**src/rtl/spinner_pkg.sv**
```systemverilog
// Shared definitions for the spinner tick path: speed codes, the nominal
// period of each code, and the detector FSM state type.
package spinner_pkg;

  localparam logic [3:0] SPD_1HZ  = 4'b0000;
  localparam logic [3:0] SPD_2HZ  = 4'b0001;
  localparam logic [3:0] SPD_4HZ  = 4'b0011;
  localparam logic [3:0] SPD_8HZ  = 4'b0111;
  localparam logic [3:0] SPD_16HZ = 4'b1111;
  localparam logic [3:0] SPD_TEST = 4'b1000;

  localparam int NCODES = 6;

  typedef enum logic [0:0] {
    ST_IDLE    = 1'b0,
    ST_MEASURE = 1'b1
  } state_t;

  // Nominal tick period in clock cycles for a speed code.
  function automatic logic [63:0] nominal_limit(input logic [3:0] code,
                                                input logic [63:0] limit_1hz,
                                                input logic [63:0] test_limit);
    case (code)
      SPD_1HZ:  nominal_limit = limit_1hz;
      SPD_2HZ:  nominal_limit = limit_1hz >> 1;
      SPD_4HZ:  nominal_limit = limit_1hz >> 2;
      SPD_8HZ:  nominal_limit = limit_1hz >> 3;
      SPD_16HZ: nominal_limit = limit_1hz >> 4;
      SPD_TEST: nominal_limit = test_limit;
      default:  nominal_limit = '0;
    endcase
  endfunction

  // Classification order, lowest priority first: a later hit overrides an
  // earlier one, so 1 Hz beats faster codes and the test rate beats all.
  function automatic logic [3:0] code_at(input int idx);
    case (idx)
      0:       code_at = SPD_16HZ;
      1:       code_at = SPD_8HZ;
      2:       code_at = SPD_4HZ;
      3:       code_at = SPD_2HZ;
      4:       code_at = SPD_1HZ;
      default: code_at = SPD_TEST;
    endcase
  endfunction

endpackage

```
**src/rtl/speed_detector_if.sv**
```systemverilog
// Tick input and measurement result bundle of the speed detector.
interface speed_detector_if;
  logic       tick_i;
  logic [3:0] speed_o;
  logic       valid_o;
  logic       match_o;
  logic       locked_o;
  logic       timeout_o;

  modport master (output tick_i,
                  input  speed_o, valid_o, match_o, locked_o, timeout_o);
  modport slave  (input  tick_i,
                  output speed_o, valid_o, match_o, locked_o, timeout_o);
endinterface

```
**src/rtl/period_classifier.sv**
```systemverilog
// Maps a measured period onto a speed code using inclusive tolerance windows
// around each nominal period. Window bounds are elaboration-time constants.
module period_classifier
  import spinner_pkg::*;
#(
  parameter int CNT_W      = 32,
  parameter int LIMIT_1HZ  = 50000000,
  parameter int TEST_LIMIT = 50000,
  parameter int TOL_SHIFT  = 4
) (
  input  logic [CNT_W-1:0] i_period,
  output logic [3:0]       o_code,
  output logic             o_match
);

  logic [NCODES-1:0] w_hit;

  for (genvar g = 0; g < NCODES; g++) begin : g_win
    localparam logic [CNT_W-1:0] NOM =
      CNT_W'(nominal_limit(code_at(g), 64'(LIMIT_1HZ), 64'(TEST_LIMIT)));
    localparam logic [CNT_W-1:0] LO = NOM - (NOM >> TOL_SHIFT);
    localparam logic [CNT_W-1:0] HI = NOM + (NOM >> TOL_SHIFT);
    assign w_hit[g] = (i_period >= LO) && (i_period <= HI);
  end

  // Priority select: later table entries override earlier ones.
  always_comb begin
    o_code  = '0;
    o_match = 1'b0;
    for (int i = 0; i < NCODES; i++) begin
      if (w_hit[i]) begin
        o_code  = code_at(i);
        o_match = 1'b1;
      end
    end
  end

endmodule

```
**src/rtl/speed_detector.sv**
```systemverilog
// Measures the interval between tick pulses, classifies it into a speed code,
// tracks lock on a repeated code and flags loss of ticks.
module speed_detector
  import spinner_pkg::*;
#(
  parameter int CNT_W      = 32,
  parameter int LIMIT_1HZ  = 50000000,
  parameter int TEST_LIMIT = 50000,
  parameter int TOL_SHIFT  = 4,
  parameter int TIMEOUT    = 100000000,
  parameter int LOCK_CNT   = 2
) (
  input logic             clk_i,
  input logic             rst_ni,
  speed_detector_if.slave bus
);

  localparam int                LW         = (LOCK_CNT < 2) ? 1 : $clog2(LOCK_CNT + 1);
  localparam logic [LW-1:0]     LOCK_LIM   = LW'(LOCK_CNT);
  localparam logic [CNT_W-1:0]  TIMEOUT_M1 = CNT_W'(TIMEOUT - 1);

  state_t           r_state, w_state_nxt;
  logic [CNT_W-1:0] r_cnt, w_cnt_nxt;
  logic             w_take, w_timeout;

  logic [CNT_W-1:0] r_period_p0;
  logic             r_vld_p0;

  logic [3:0]       w_cls_code;
  logic             w_cls_match;

  logic [3:0]       r_speed_p1;
  logic             r_vld_p1, r_match_p1, r_timeout_p1;
  logic [LW-1:0]    r_lock_cnt, w_lock_cnt_nxt;

  // State and interval counter registers.
  always_ff @(posedge clk_i) begin
    if (!rst_ni) begin
      r_state <= ST_IDLE;
      r_cnt   <= '0;
    end else begin
      r_state <= w_state_nxt;
      r_cnt   <= w_cnt_nxt;
    end
  end

  // Next state: a tick always wins over a timeout in the same cycle.
  always_comb begin
    w_state_nxt = r_state;
    w_cnt_nxt   = r_cnt;
    w_take      = 1'b0;
    w_timeout   = 1'b0;
    case (r_state)
      ST_IDLE: begin
        if (bus.tick_i) begin
          w_state_nxt = ST_MEASURE;
          w_cnt_nxt   = '0;
        end
      end
      ST_MEASURE: begin
        if (bus.tick_i) begin
          w_take    = 1'b1;
          w_cnt_nxt = '0;
        end else if (r_cnt == TIMEOUT_M1) begin
          w_timeout   = 1'b1;
          w_state_nxt = ST_IDLE;
          w_cnt_nxt   = '0;
        end else begin
          w_cnt_nxt = r_cnt + CNT_W'(1);
        end
      end
      default: w_state_nxt = ST_IDLE;
    endcase
  end

  // ---- stage p0: captured period ----
  // Period capture; only the valid flag needs reset.
  always_ff @(posedge clk_i) begin
    if (w_take) r_period_p0 <= r_cnt + CNT_W'(1);
  end

  // Valid flag travelling with the captured period.
  always_ff @(posedge clk_i) begin
    if (!rst_ni) r_vld_p0 <= 1'b0;
    else         r_vld_p0 <= w_take;
  end

  period_classifier #(
    .CNT_W      (CNT_W),
    .LIMIT_1HZ  (LIMIT_1HZ),
    .TEST_LIMIT (TEST_LIMIT),
    .TOL_SHIFT  (TOL_SHIFT)
  ) u_cls (
    .i_period (r_period_p0),
    .o_code   (w_cls_code),
    .o_match  (w_cls_match)
  );

  // Lock counter update: repeat of the last matched code counts up.
  always_comb begin
    w_lock_cnt_nxt = r_lock_cnt;
    if (w_timeout) begin
      w_lock_cnt_nxt = '0;
    end else if (r_vld_p0) begin
      if (!w_cls_match)
        w_lock_cnt_nxt = '0;
      else if ((r_lock_cnt != '0) && (w_cls_code == r_speed_p1)) begin
        if (r_lock_cnt < LOCK_LIM) w_lock_cnt_nxt = r_lock_cnt + LW'(1);
      end else
        w_lock_cnt_nxt = LW'(1);
    end
  end

  // ---- stage p1: classification result ----
  // Result, lock and timeout registers.
  always_ff @(posedge clk_i) begin
    if (!rst_ni) begin
      r_speed_p1   <= SPD_1HZ;
      r_vld_p1     <= 1'b0;
      r_match_p1   <= 1'b0;
      r_timeout_p1 <= 1'b0;
      r_lock_cnt   <= '0;
    end else begin
      r_vld_p1     <= r_vld_p0;
      r_timeout_p1 <= w_timeout;
      r_lock_cnt   <= w_lock_cnt_nxt;
      if (r_vld_p0) begin
        r_match_p1 <= w_cls_match;
        if (w_cls_match) r_speed_p1 <= w_cls_code;
      end
    end
  end

  assign bus.speed_o   = r_speed_p1;
  assign bus.valid_o   = r_vld_p1;
  assign bus.match_o   = r_match_p1;
  assign bus.timeout_o = r_timeout_p1;
  assign bus.locked_o  = (r_lock_cnt >= LOCK_LIM);

endmodule

```
**src/flat_wrapper.sv**
```systemverilog
// flat-port wrapper written by rule: the top's interface ports become plain ports
module speed_detector_flat import spinner_pkg::*;
#(
  parameter int CNT_W      = 32,
  parameter int LIMIT_1HZ  = 50000000,
  parameter int TEST_LIMIT = 50000,
  parameter int TOL_SHIFT  = 4,
  parameter int TIMEOUT    = 100000000,
  parameter int LOCK_CNT   = 2
)
  (clk_i, rst_ni, bus_tick_i, bus_speed_o, bus_valid_o, bus_match_o, bus_locked_o, bus_timeout_o);
  speed_detector_if bus_i ();
  input logic clk_i;
  input logic rst_ni;
  input wire logic [$bits(bus_i.tick_i)-1:0] bus_tick_i;
  output wire logic [$bits(bus_i.speed_o)-1:0] bus_speed_o;
  output wire logic [$bits(bus_i.valid_o)-1:0] bus_valid_o;
  output wire logic [$bits(bus_i.match_o)-1:0] bus_match_o;
  output wire logic [$bits(bus_i.locked_o)-1:0] bus_locked_o;
  output wire logic [$bits(bus_i.timeout_o)-1:0] bus_timeout_o;
  assign bus_i.tick_i = bus_tick_i;
  assign bus_speed_o = bus_i.speed_o;
  assign bus_valid_o = bus_i.valid_o;
  assign bus_match_o = bus_i.match_o;
  assign bus_locked_o = bus_i.locked_o;
  assign bus_timeout_o = bus_i.timeout_o;
  speed_detector #(.CNT_W(CNT_W), .LIMIT_1HZ(LIMIT_1HZ), .TEST_LIMIT(TEST_LIMIT), .TOL_SHIFT(TOL_SHIFT), .TIMEOUT(TIMEOUT), .LOCK_CNT(LOCK_CNT)) u_core (.clk_i(clk_i), .rst_ni(rst_ni), .bus(bus_i));
endmodule
```
**config.mk**
```make
export PLATFORM = sky130hd
export DESIGN_NAME = speed_detector_flat
export DESIGN_NICKNAME = d
export VERILOG_FILES = /design/src/rtl/spinner_pkg.sv /design/src/rtl/speed_detector_if.sv /design/src/rtl/period_classifier.sv /design/src/rtl/speed_detector.sv /design/src/flat_wrapper.sv
export SDC_FILE = /design/constraint.sdc
export NUM_CORES = 1
export LEC_CHECK = 0
export BUFFER_PORTS_ARGS = -buffer_cell sky130_fd_sc_hd__buf_2
export CAP_MARGIN = 5
export CORE_MARGIN = 3
export CORE_UTILIZATION = 63
export DETAILED_ROUTE_END_ITERATION = 12
export GPL_TIMING_DRIVEN = 0
export PLACE_DENSITY = 0.84
export SYNTH_ARGS = -nofsm -noshare
export SYNTH_HDL_FRONTEND = slang
export SYNTH_SLANG_ARGS = --single-unit
```
**constraint.sdc**
```tcl
create_clock -name clk_i -period 3.35 [get_ports clk_i]
set_input_delay 0.67 -clock clk_i [delete_from_list [all_inputs] [get_ports clk_i]]
set_output_delay 0.67 -clock clk_i [all_outputs]
set_load 0.02 [all_outputs]
```
==> out/metrics.cfg <==
[run_status]
status = complete, no violations

[sta]
setup_viol = 0
finalHoldViolCount = 0
finClkSkew_ps = 15.2
max_freq_mhz = 314
worstMarginPinSlew_ps = 735
rsz0062_at_grt = false
finalCritPeriodShare = 0.951
slew_violations = 0
max_slew_margin = 0.503
setup_tns_ps = 0
fin_crit_ps = 3190

[place]
hpwl_mm = 8.98
portBuffers = 10
routabilityCongestion = 1.01

[worst_setup_path]
worstPathMaxFanout = 10
worstPathRequired_ps = 3580
r2r_cells = 9
crit_path_start_kind = register
r2r-end = u_core.r_lock_cnt[0]
endpoint_kind = register
regToRegSetupSlack_ps = 160
slowest_stage = or4_1
crit_type = register to register
cp.arrival_ps = 3420
cpPeakStageDelay_ps = 450
r2r-start = u_core.r_period_p0[18]
crit_chain = clkbuf_1, nand4bb_1, or3_1, o22ai_1, o21ai_0, a221o_1, or4_1, a221oi_2, a21oi_1

[hold_path]
hold_path.startpoint = u_core.bus.match_o
hold_path.class = register to register
hold_depth = 2
holdPathEnd = u_core.bus.match_o

[synth]
synth_top_area_frac = 0.202
synth-seq-cells = 75
synth.distinct_cells = 75
post-synth-top-count-cell = dfxtp_1
syn_nets = 539
synth_area_leaders = edfxtp_1 20%, dfxtp_1 18%, xnor2_1 3.9%, nor2_1 3.3%, nor2b_1 3.2%
netlist_instances = 533
synthArstFlopShare = 0
avgSynthCellArea_sq_um = 8.91
yosys.area.top_type = edfxtp_1
yosysSeqAreaShare = 0.384
ys_warn_count = 0
synth_flop_cell = dfxtp_1
synth-edff-count = 32
synth_commonest_cells = 43 x dfxtp_1, 42 x nor2_1, 37 x nand2_1
syn-cell-area_sq_um = 4750

[route]
postRouteAntennaNets = 0
remaining_drc_errors = 0
wl_met3_um = 672
drtPass1Iterations = 5
drtIter0Drc = 437
wl_met2_mm = 5.93
routedWlPerCell_um = 18.6
highest-signal-layer = met4
drt-met1-wl_mm = 5.17
vias_per_cell = 6.60
drt_wl_total_mm = 12.2
dr_total_vias = 4339

[floorplan]
die_height_um = 92.8
fp.dieW_um = 92.8
fp.dieArea_sq_um = 8610
floorplan.initialDensity = 0.651
io_pins = 11
rows = 31
core_area_sq_um = 7290

[clocking]
root_buffer = clkbuf_8
cts.sinks = 75
clock_path_buffers = 2
clock_latency_ps = 350
htreeDepth = 3
postCtsSetupBuffers = 0
cts_buffers = 9
clk_pin_slew_ps = 90
cts_tree = yes

[flow_run]
maxCapViolations = 0

[finish]
area_delta_synth_final_pct = 8.65
antenna_cells = 0
layout-drive-gt1-share = 0.113
post-route-util = 0.707
nets = 559

[power_and_ir_drop]
p_per_area_nw_per_um2 = 363
leakage_uw = 0.00172
ir_worst_vdd_uv = 352

[grt]
grt_start_max_net_pins = 33
antenna_found_initial = 0
grt_use_total = 0.292
grt_pass1_vias = 3967
grt_pass1_wl_mm = 19.8
grt-ovfl-total = 0

## critical path, delay by kind of cell (launching register included)
kind / cells / cell delay (ps)
buffers and inverters: 1 / 220
DFF: 1 / 360
AOI/OAI and AO/OA: 5 / 1260
and+or+nand+nor: 3 / 1230
## power breakdown
group,total (uW),internal [uW],switching (uW)
clock,732,357,375
combinational,158,51.1,107
sequential,982,967,14.9
## cell families (layout without fill, tap and decap cells)
logic type / after synthesis / in the layout / synth area share
buffers and inverters: 48 / 73 / 0.0538
DFF: 75 / 75 / 0.384
adders and majority gates: 3 / 3 / 0.00791
and+or+nand+nor: 251 / 251 / 0.299
AOI/OAI and AO/OA: 119 / 119 / 0.186
xor gates and xnor gates: 33 / 33 / 0.0609
muxes: 4 / 4 / 0.00870
## per-layer routing
metal / vias to the layer above / track usage
li1: 2040 / -
met1: 2077 / 0.373
met2: 178 / 0.485
met3: 44 / 0.0520
met4: 0 / 0.128
met5: - / 0
## cell usage in the layout, fill, tap and decap left out, types with 13 or more instances in the layout
| master | count |
|---|---|
| a21oi_1 | 23 |
| a22oi_1 | 19 |
| clkbuf_1 | 22 |
| dfxtp_1 | 43 |
| edfxtp_1 | 32 |
| inv_1 | 13 |
| nand2_1 | 37 |
| nand3_1 | 26 |
| nor2_1 | 42 |
| nor2b_1 | 24 |
| nor3_1 | 22 |
| o21ai_0 | 17 |
| xnor2_1 | 21 |
## flip-flops by register name, summed over array words and instances, names as in the netlist
signal,flops
u_core.r_period_p0,32
u_core.bus.speed_o,4
u_core.bus.match_o,1
u_core.bus.valid_o,1
u_core.bus.timeout_o,1
u_core.r_cnt,32
u_core.r_lock_cnt,2
u_core.r_vld_p0,1
u_core.r_state,1
## timing repair
item / in CTS / in global routing
pin swaps: 0 / 0
gates resized for setup: 1 / 6
hold buffers: 0 / 0
setup endpoints to repair: 6 / 16
## area by class of cell
cell class / count / area, sq um
Inverter: 13 / 48.8
Sequential cell: 75 / 1820
Clock buffer: 9 / 124
Timing Repair Buffer: 10 / 50.0
Buffer: 34 / 203
Clock inverter: 7 / 83.8
Multi-Input combinational cell: 410 / 2700
Tap cell: 99 / 124
Fill cell: 595 / 2130
## how the worst max path moves through the flow
| stage | start | end | slack [ps] |
|---|---|---|---|
| 2_1_floorplan | u_core.r_period_p0[8] | u_core.r_lock_cnt[0] | 540 |
| 3_3_place_gp | u_core.r_period_p0[5] | u_core.bus.speed_o[0] | -120 |
| 3_5_place_dp | u_core.r_period_p0[5] | u_core.bus.speed_o[1] | -130 |
| 4_1_cts | u_core.r_period_p0[5] | u_core.bus.speed_o[1] | 6 |
| 5_1_grt | u_core.r_period_p0[18] | u_core.r_lock_cnt[0] | 0.2 |
| 6_report | u_core.r_period_p0[18] | u_core.r_lock_cnt[0] | 160 |
## through the flow
step	total power [uW]	cell area (sq um)	hold WS [ps]	std cells	setup slack, ps
after global placement	1150	4920	490	642	-122
after CTS	1880	5130	516	658	5.70
after floorplan	1110	4750	465	533	544
after detailed placement	1150	4920	510	642	-130
after global routing	1930	5160	545	657	0.211
final	1870	5160	520	657	164
No activity file was read; power rests on OpenSTA's default activity.
